### config.mk
export PLATFORM = sky130hd
export DESIGN_NAME = instruction_fetch
export DESIGN_NICKNAME = d
export VERILOG_FILES = /design/src/rtl/instruction_fetch_pkg.sv /design/src/rtl/instruction_fetch_program_counter.sv /design/src/rtl/instruction_fetch.sv
export SDC_FILE = /design/constraint.sdc
export NUM_CORES = 1
export LEC_CHECK = 0
export ABC_AREA = 1
export CAP_MARGIN = 5
export CORE_AREA = 2 2 113 115
export DETAILED_ROUTE_END_ITERATION = 12
export DIE_AREA = 0 0 115 117
export PLACE_DENSITY = 0.86
export SLEW_MARGIN = 10
export SYNTH_ARGS = -nofsm -noshare
export SYNTH_HDL_FRONTEND = slang
export SYNTH_SLANG_ARGS = --single-unit
export TNS_END_PERCENT = 1
### constraint.sdc
create_clock -name clk_i -period 1.95 [get_ports clk_i]
set_input_delay 0.39 -clock clk_i [delete_from_list [all_inputs] [get_ports clk_i]]
set_output_delay 0.39 -clock clk_i [all_outputs]
set_load 0.005 [all_outputs]
### src/rtl/instruction_fetch_pkg.sv
// Shared definitions for the instruction fetch block: FSM state encoding,
// PC increment step and the default reset fetch address.
// Optional feature macro: FETCH_MISALIGN_CHECK_EN (adds the HALT state).
package instruction_fetch_pkg;

  typedef logic [1:0] fetch_state_t;

  localparam fetch_state_t ST_REQ          = 2'd0;  // request driven at PC
  localparam fetch_state_t ST_WAIT_DISCARD = 2'd1;  // stale request outstanding
  localparam fetch_state_t ST_HOLD         = 2'd2;  // fetched word held for decode
`ifdef FETCH_MISALIGN_CHECK_EN
  localparam fetch_state_t ST_HALT         = 2'd3;  // misaligned redirect seen
`endif

  localparam logic [31:0] PC_INC           = 32'd4;
  localparam logic [31:0] DEFAULT_RESET_PC = 32'h0000_0000;

endpackage

### src/rtl/instruction_fetch_program_counter.sv
// program_counter: PC register with reset load, redirect load and +4 step.
// Ports: clk_i, reset_i (sync, active-high), load_i/load_pc_i (redirect),
//        inc_i (advance by PC_INC, wraps mod 2^32), pc_o (current PC).
// Latency: new PC visible the cycle after load_i/inc_i; load wins over inc.
import instruction_fetch_pkg::*;

module program_counter #(
  parameter logic [31:0] RESET_PC = DEFAULT_RESET_PC
) (
  input  logic        clk_i,
  input  logic        reset_i,
  input  logic        load_i,
  input  logic [31:0] load_pc_i,
  input  logic        inc_i,
  output logic [31:0] pc_o
);

  logic [31:0] pc_q;
  logic [31:0] pc_d;

  always_comb begin
    pc_d = pc_q;
    if (load_i) begin
      pc_d = load_pc_i;
    end else if (inc_i) begin
      pc_d = pc_q + PC_INC;
    end
  end

  always_ff @(posedge clk_i) begin
    if (reset_i) begin
      pc_q <= RESET_PC;
    end else begin
      pc_q <= pc_d;
    end
  end

  assign pc_o = pc_q;

endmodule

### src/rtl/instruction_fetch.sv
// instruction_fetch: drives instruction-memory reads at PC, holds the fetched
// word for decode, and handles redirects (including ones that race a reply).
// Ports: clk_i, reset_i (sync, active-high); imem_req_o/imem_addr_o/imem_ack_i/
//        imem_rdata_i (memory); redirect_i/redirect_pc_i; instr_valid_o/
//        instruction_o/instr_pc_o/instr_ready_i (decode); fetch_err_o.
// Latency: ACK at edge n -> instr_valid_o in n+1; accept at edge m -> request in m+1.
// Optional macro FETCH_MISALIGN_CHECK_EN: misaligned redirect halts with
// fetch_err_o=1 until reset; otherwise redirect targets are word-aligned.
import instruction_fetch_pkg::*;

module instruction_fetch #(
  parameter logic [31:0] RESET_PC = DEFAULT_RESET_PC
) (
  input  logic        clk_i,
  input  logic        reset_i,
  output logic        imem_req_o,
  output logic [31:0] imem_addr_o,
  input  logic        imem_ack_i,
  input  logic [31:0] imem_rdata_i,
  input  logic        redirect_i,
  input  logic [31:0] redirect_pc_i,
  output logic        instr_valid_o,
  output logic [31:0] instruction_o,
  output logic [31:0] instr_pc_o,
  input  logic        instr_ready_i,
  output logic        fetch_err_o
);

  fetch_state_t state_q, state_d;
  logic [31:0]  instr_q, instr_pc_q;
  logic [31:0]  stale_addr_q;
  logic [31:0]  pc;
  logic [31:0]  redirect_target;
  logic         pc_load, pc_inc, instr_load;

`ifdef FETCH_MISALIGN_CHECK_EN
  logic redirect_bad;
  assign redirect_target = redirect_pc_i;
  assign redirect_bad    = redirect_i && (redirect_pc_i[1:0] != 2'b00);
  assign fetch_err_o     = (state_q == ST_HALT);
`else
  assign redirect_target = redirect_pc_i & 32'hFFFF_FFFC;
  assign fetch_err_o     = 1'b0;
`endif

  program_counter #(
    .RESET_PC (RESET_PC)
  ) u_pc (
    .clk_i     (clk_i),
    .reset_i   (reset_i),
    .load_i    (pc_load),
    .load_pc_i (redirect_target),
    .inc_i     (pc_inc),
    .pc_o      (pc)
  );

  always_comb begin
    state_d    = state_q;
    pc_load    = 1'b0;
    pc_inc     = 1'b0;
    instr_load = 1'b0;
    case (state_q)
      ST_REQ: begin
        if (redirect_i) begin
          // Redirect beats a coincident ACK; without ACK the issued read
          // must still drain, so park in WAIT_DISCARD.
          pc_load = 1'b1;
          state_d = imem_ack_i ? ST_REQ : ST_WAIT_DISCARD;
        end else if (imem_ack_i) begin
          instr_load = 1'b1;
          state_d    = ST_HOLD;
        end
      end
      ST_WAIT_DISCARD: begin
        pc_load = redirect_i;
        if (imem_ack_i) begin
          state_d = ST_REQ;
        end
      end
      ST_HOLD: begin
        // A redirect discards the held word without advancing the PC.
        if (redirect_i) begin
          pc_load = 1'b1;
          state_d = ST_REQ;
        end else if (instr_ready_i) begin
          pc_inc  = 1'b1;
          state_d = ST_REQ;
        end
      end
`ifdef FETCH_MISALIGN_CHECK_EN
      ST_HALT: begin
        state_d = ST_HALT;
      end
`endif
      default: begin
        state_d = ST_REQ;
      end
    endcase
`ifdef FETCH_MISALIGN_CHECK_EN
    if (redirect_bad && (state_q != ST_HALT)) begin
      state_d    = ST_HALT;
      pc_load    = 1'b0;
      instr_load = 1'b0;
    end
`endif
  end

  always_ff @(posedge clk_i) begin
    if (reset_i) begin
      state_q      <= ST_REQ;
      instr_q      <= 32'h0;
      instr_pc_q   <= 32'h0;
      stale_addr_q <= 32'h0;
    end else begin
      state_q <= state_d;
      // Remember the address actually on the bus so WAIT_DISCARD keeps it
      // stable after the PC has moved to the redirect target.
      if (state_q == ST_REQ) begin
        stale_addr_q <= pc;
      end
      if (instr_load) begin
        instr_q    <= imem_rdata_i;
        instr_pc_q <= pc;
      end
    end
  end

  assign imem_req_o    = !reset_i &&
                         ((state_q == ST_REQ) || (state_q == ST_WAIT_DISCARD));
  assign imem_addr_o   = (state_q == ST_WAIT_DISCARD) ? stale_addr_q : pc;
  assign instr_valid_o = (state_q == ST_HOLD);
  assign instruction_o = instr_q;
  assign instr_pc_o    = instr_pc_q;

endmodule

Word-level counts from Yosys, hierarchy flattened
Cells that the tools add are included.
- eq/ne operators: 5
- add/subtract/negate cells: 1
- reductions and logical operators: 8
- mux-type cells: 18
- operators by type and width (operator ; count):
    2-to-1 mux 32 bit ; 3
    adder 32 x 3 -> 32 bit (second input constant) ; 1
    2-to-1 mux 2 bit ; 5
    2-to-1 mux 1 bit ; 8
    case mux 2 bit (3 select lines) ; 1
    OR reduction 2 bit ; 2
    != test 3 x 2 -> 1 bit (second input constant) ; 1
    != test 3 bit (second input constant) ; 1
    AND reduction 3 bit ; 1
    == test 2 x 1 -> 1 bit (second input constant) ; 1
    == test 2 bit (second input constant) ; 1
    zero test 2 bit ; 1
    != test 2 bit (second input constant) ; 1
    case mux 1 bit (2 select lines) ; 1
    nonzero test 2 bit ; 1
    logical AND 1 bit ; 1
    zero test 1 bit ; 1
    logical OR 1 bit ; 1
- output and inout bits: 99
- register bits after elaboration: 130
- word-level logic and storage cells: 38

Depth between registers and ports, before layout
- depth after elaboration: 5
- gate-level depth with buffers: 10
- mapped depth without buffers: 10

Hierarchy
From an unflattened synthesis, not the netlist that was laid out.
- cell total of the unflattened synthesis: 948
- area, all modules: 6382.4 um^2
- modules (own cells, without submodules) (module ; area each (um^2) ; sequential area each (um^2) ; cells an instance ; instances):
    instruction_fetch ; 4275.4 ; 1961.9 ; 617 ; 1
    program_counter ; 2107.0 ; 640.6 ; 331 ; 1

Least setup slack after synthesis
Ideal clock, no wire load.
- path kind: reg-to-output
- start point: register state_q[1]
- end point: output imem_addr_o[11]
- setup slack: 392 ps
- stages on the path, launching flop included: 6
- data arrival time: 1168 ps
- buffers on the path: 2
- cells stage by stage: dfxtp_1 > inv_2 > nand2_1 > buf_2 > buf_1 > a21oi_1
- cells in the longest elaborated chain, start to end: 2
- RTL lines (what ; RTL line ; RTL):
    start, declared ; instruction_fetch.sv:29 ; fetch_state_t state_q, state_d;
    start signal, assigned ; instruction_fetch.sv:115 ; state_q <= state_d;
    == test 2 x 1 -> 1 bit ; instruction_fetch.sv:130 ; assign imem_addr_o = (state_q == ST_WAIT_DISCARD) ? stale_addr_q : pc;
    2-to-1 mux 32 bit ; instruction_fetch.sv:130 ;
    end, declared ; instruction_fetch.sv:17 ; output logic [31:0] imem_addr_o,
No other way between the ends.

Final worst setup path
- start point: register state_q[1]
- end point: output imem_addr_o[3]
The elaborated chain is that of the path after synthesis.

==> parameters.txt <==
Parameter                              Value

Place
  Placer congestion estimate ... 0.913
  HPWL reported at the end of detailed placement ... between 10 and 15 mm
  Port buffer count ... between 150 and 200
  Cell total after placement ... approximately 1,100

Floorplan
  Chip Width ... around 120 um
  Top Ports ... roughly 170
  Effective utilization at floorplan ... 0.454
  Core Footprint ... 0.0123 mm^2
  Total number of placement rows ... between 40 and 50
  Area of the die ... roughly 0.013 mm^2
  DIE HEIGHT ... around 120 um

Drt
  Highest metal layer with signal wires ... met4
  Met2 routed WL ... 8.06 mm
  Number of vias in the routed layout ... slightly above 6,000
  Number of remaining DRC errors ... 0
  DRT Wirelength ... 17.3 mm
  Met1 Routed Length ... approximately 7.4 mm
  Detail Route Antenna Nets ... 0
  Iteration-0 DRC Markers ... approximately 570
  First-pass iteration count of the detailed router ... 5
  Average detailed-routed wire length per instance ... approximately 15 um
  Met3 layer wire length in the routed design ... 1.38 mm
  Via density ... 5.32

Timing
  Number of failing setup endpoints in the final timing report ... 0
  Total negative slack ... 0 ns
  Final Slew Violations ... 0
  Maximum frequency from static timing analysis ... about 520 MHz
  Worst relative slew slack ... 0.664
  Worst-margin pin slew ... 0.504 ns
  Number of endpoints with negative hold slack in the final report ... 0
  Maximum clock skew at final layout ... between 0.007 and 0.008 ns
  Final Cycle Share ... 0.983
  Post-layout minimum cycle time ... 1.92 ns
  Setup repair after global routing missed its margin ... true

Setup path
  Timing endpoint of the critical path ... imem_addr_o[3]
  Startpoint kind of the worst setup timing path ... register
  Launching element of the worst setup path ... state_q[1]$_SDFFE_PP0P_
  Crit path capture type ... output port
  Crit path required time ... about 1.6 ns
  Crit-path max FO ... 20
  Startpoint of the lowest-slack register-to-register path ... u_pc.pc_o[2]$_SDFFE_PP0P_
  Critical path arrival ... 1.53 ns
  Reg-to-reg slack, setup ... ~0.16 ns
  Count of cells along the worst register-to-register path ... 10
  CP Class ... reg2out
  Crit Reg-Reg Endpoint ... u_pc.pc_o[26]$_SDFFE_PP0P_

Run
  Count of max-cap constraint violations ... 0

Clock network
  Maximum clock insertion buffer count ... 2
  Clock tree from TritonCTS ... yes
  Max H-tree Level ... 4
  Clock input transition at the sequential cells of the worst setup and hold paths ... 0.06 ns
  Source-to-sink clock delay at the later pin of the worst-skew pair ... about 0.41 ns
  Cts hold-fix bufs ... 0
  Number of buffers added by the clock tree synthesis step ... 17
  Root buffer cell ... clkbuf_16
  Number of clock sinks ... 124

Final layout
  Filler Cells Inserted ... between 1,000 and 1,500
  Area Overhead vs Synth ... 44.4%
  Number of antenna diodes ... 0
  Total Nets Final ... roughly 1,100
  Fraction of final layout cells with drive strength greater than 1 ... 0.131
  Final Instance Count excl. Fillers ... around 1,100

Synth
  Synthesized cell area ... approximately 0.0056 mm^2
  Avg Inst Size Synth ... between 6 and 7 um^2
  FF+latch count, synth ... 124
  Sequential-to-total area share from yosys stat ... 0.444
  Unique masters post-synth ... 30
  Instance count of the mapped netlist ... 811
  Yosys warns ... 0

Global routing
  Number of global-route vias before repair ... 5,526
  Global-route total usage across every layer ... 0.258
  Global-route wire length before repair ... 27.1 mm
  Remaining Overflow, GRT ... 0
  Maximum number of pins on one net before global-route repair ... 72
  Antenna violations before repair ... 0

Pwr
  PD cells ... between 800 and 900 mW/mm^2
  Peak supply drop ... 0.532 mV
  Leakage ... roughly 3.2 nW

Worst hold path
  HP Class ... reg2reg

Status
  Outcome ... finished clean
## cell usage after synthesis
cell type / instances / share of area
nor2_4: 1 / 0.0020
ha_1: 1 / 0.0022
mux2_2: 1 / 0.0020
xor2_1: 1 / 0.0016
buf_1: 3 / 0.0020
nand3_2: 1 / 0.0018
a221oi_2: 1 / 0.0027
nand2_2: 1 / 0.0011
buf_2: 14 / 0.013
nand4_1: 6 / 0.0067
nand2_4: 1 / 0.0020
a31oi_1: 11 / 0.012
and2_1: 1 / 0.0011
nor2_1: 163 / 0.11
buf_4: 9 / 0.012
nand2_1: 131 / 0.088
nand3_4: 1 / 0.0031
a21oi_1: 102 / 0.091
o21ai_0: 95 / 0.085
inv_1: 46 / 0.031
nor3_1: 2 / 0.0018
clkbuf_1: 25 / 0.017
nand3_1: 50 / 0.045
inv_2: 5 / 0.0034
a2111oi_0: 1 / 0.0016
nor2_2: 8 / 0.0090
buf_6: 1 / 0.0020
o211ai_1: 4 / 0.0054
conb_1: 1 / 0.00067
dfxtp_1: 124 / 0.44
## metal layers
metal,track usage,vias up
met3,0.0675,38
met4,0.120,0
met5,0,-
met1,0.315,2725
li1,-,3008
met2,0.428,308
## cell usage in the layout, fill, tap and decap left out, drive strengths merged, types with 2 or more instances in the layout
cell and instances:
nand4 6, buf 46, nand3 52, dfxtp 124, a21oi 102, o21ai 95
nor2 172, clkinv 6, clkinvlp 4, bufinv 3, a31oi 11, clkbuf 37
clkdlybuf4s50 129, clkdlybuf4s15 2, nor3 2, inv 52, o211ai 4, conb 5
nand2 133
## logic make-up after synthesis
group / share of synthesized area
and+or+nand+nor: 0.271
AOI/OAI and AO/OA: 0.198
DFF: 0.444
buffers and inverters: 0.0797
adders and majority gates: 0.00224
other: 0.000671
xor gates and xnor gates: 0.00157
muxes: 0.00202
## where the power goes
part / switching (mW) / leakage (nW) / total (mW) / internal, mW
registers: 0.120 / 1.02 / 2.84 / 2.72
logic: 0.530 / 1.89 / 1.08 / 0.549
clock network: 1.16 / 0.288 / 3.20 / 2.04
total: 1.81 / 3.20 / 7.12 / 5.31
## how the worst min path moves through the flow
stage	startpoint	end	slack, ns	cells past startpoint
after floorplan	u_pc.pc_o[31]$_SDFFE_PP0P_	u_pc.pc_o[31]$_SDFFE_PP0P_	0.46	2
after global placement	instr_pc_o[3]$_SDFFE_PP0P_	instr_pc_o[3]$_SDFFE_PP0P_	0.46	2
after detailed placement	instruction_o[8]$_SDFFE_PP0P_	instruction_o[8]$_SDFFE_PP0P_	0.47	2
after CTS	u_pc.pc_o[31]$_SDFFE_PP0P_	u_pc.pc_o[31]$_SDFFE_PP0P_	0.49	2
after global routing	u_pc.pc_o[31]$_SDFFE_PP0P_	u_pc.pc_o[31]$_SDFFE_PP0P_	0.50	2
final	instruction_o[8]$_SDFFE_PP0P_	instruction_o[8]$_SDFFE_PP0P_	0.48	2
## stage by stage
stage          hold WS [ns]  utilization  area [um^2]  worst slack (ns)  power [mW]
4_1_cts               0.486        0.661         8140           -0.0576        7.16
2_1_floorplan         0.457            -         5600             0.392        3.35
3_3_place_gp          0.461        0.609         7500            0.0725        3.95
3_5_place_dp          0.473        0.609         7500            0.0198        3.98
6_report              0.481        0.655         8070            0.0335        7.12
5_1_grt               0.498        0.655         8070           -0.0572        7.40
## critical path, stage by stage, from the launching register on
cell	delay, ns
dfxtp_2	0.34
inv_2	0.06
nand2_4	0.12
buf_12	0.16
mux2_4	0.31
buf_6	0.12
## flip-flops by register name, summed over array words and instances, names as in the netlist
register and count:
instruction_o 32, instr_pc_o 30, u_pc.pc_o 30, stale_addr_q 30, state_q 2
## repair_timing
action,in CTS,in global routing
endpoints found under the setup margin,31,30
setup buffers,1,0
gates cloned,1,0
resized for setup,65,46
## cell type report
type / instances / area, um^2 / share of cell area
sequential: 124 / 2480 / 0.308
timing repair buffer: 198 / 1870 / 0.231
clock inverter: 14 / 170 / 0.0211
multi-input combinational: 588 / 2730 / 0.338
tap: 150 / 188 / 0.0233
clock buffer: 18 / 439 / 0.0544
inverter: 51 / 191 / 0.0237
No activity file was read; power rests on OpenSTA's default activity.
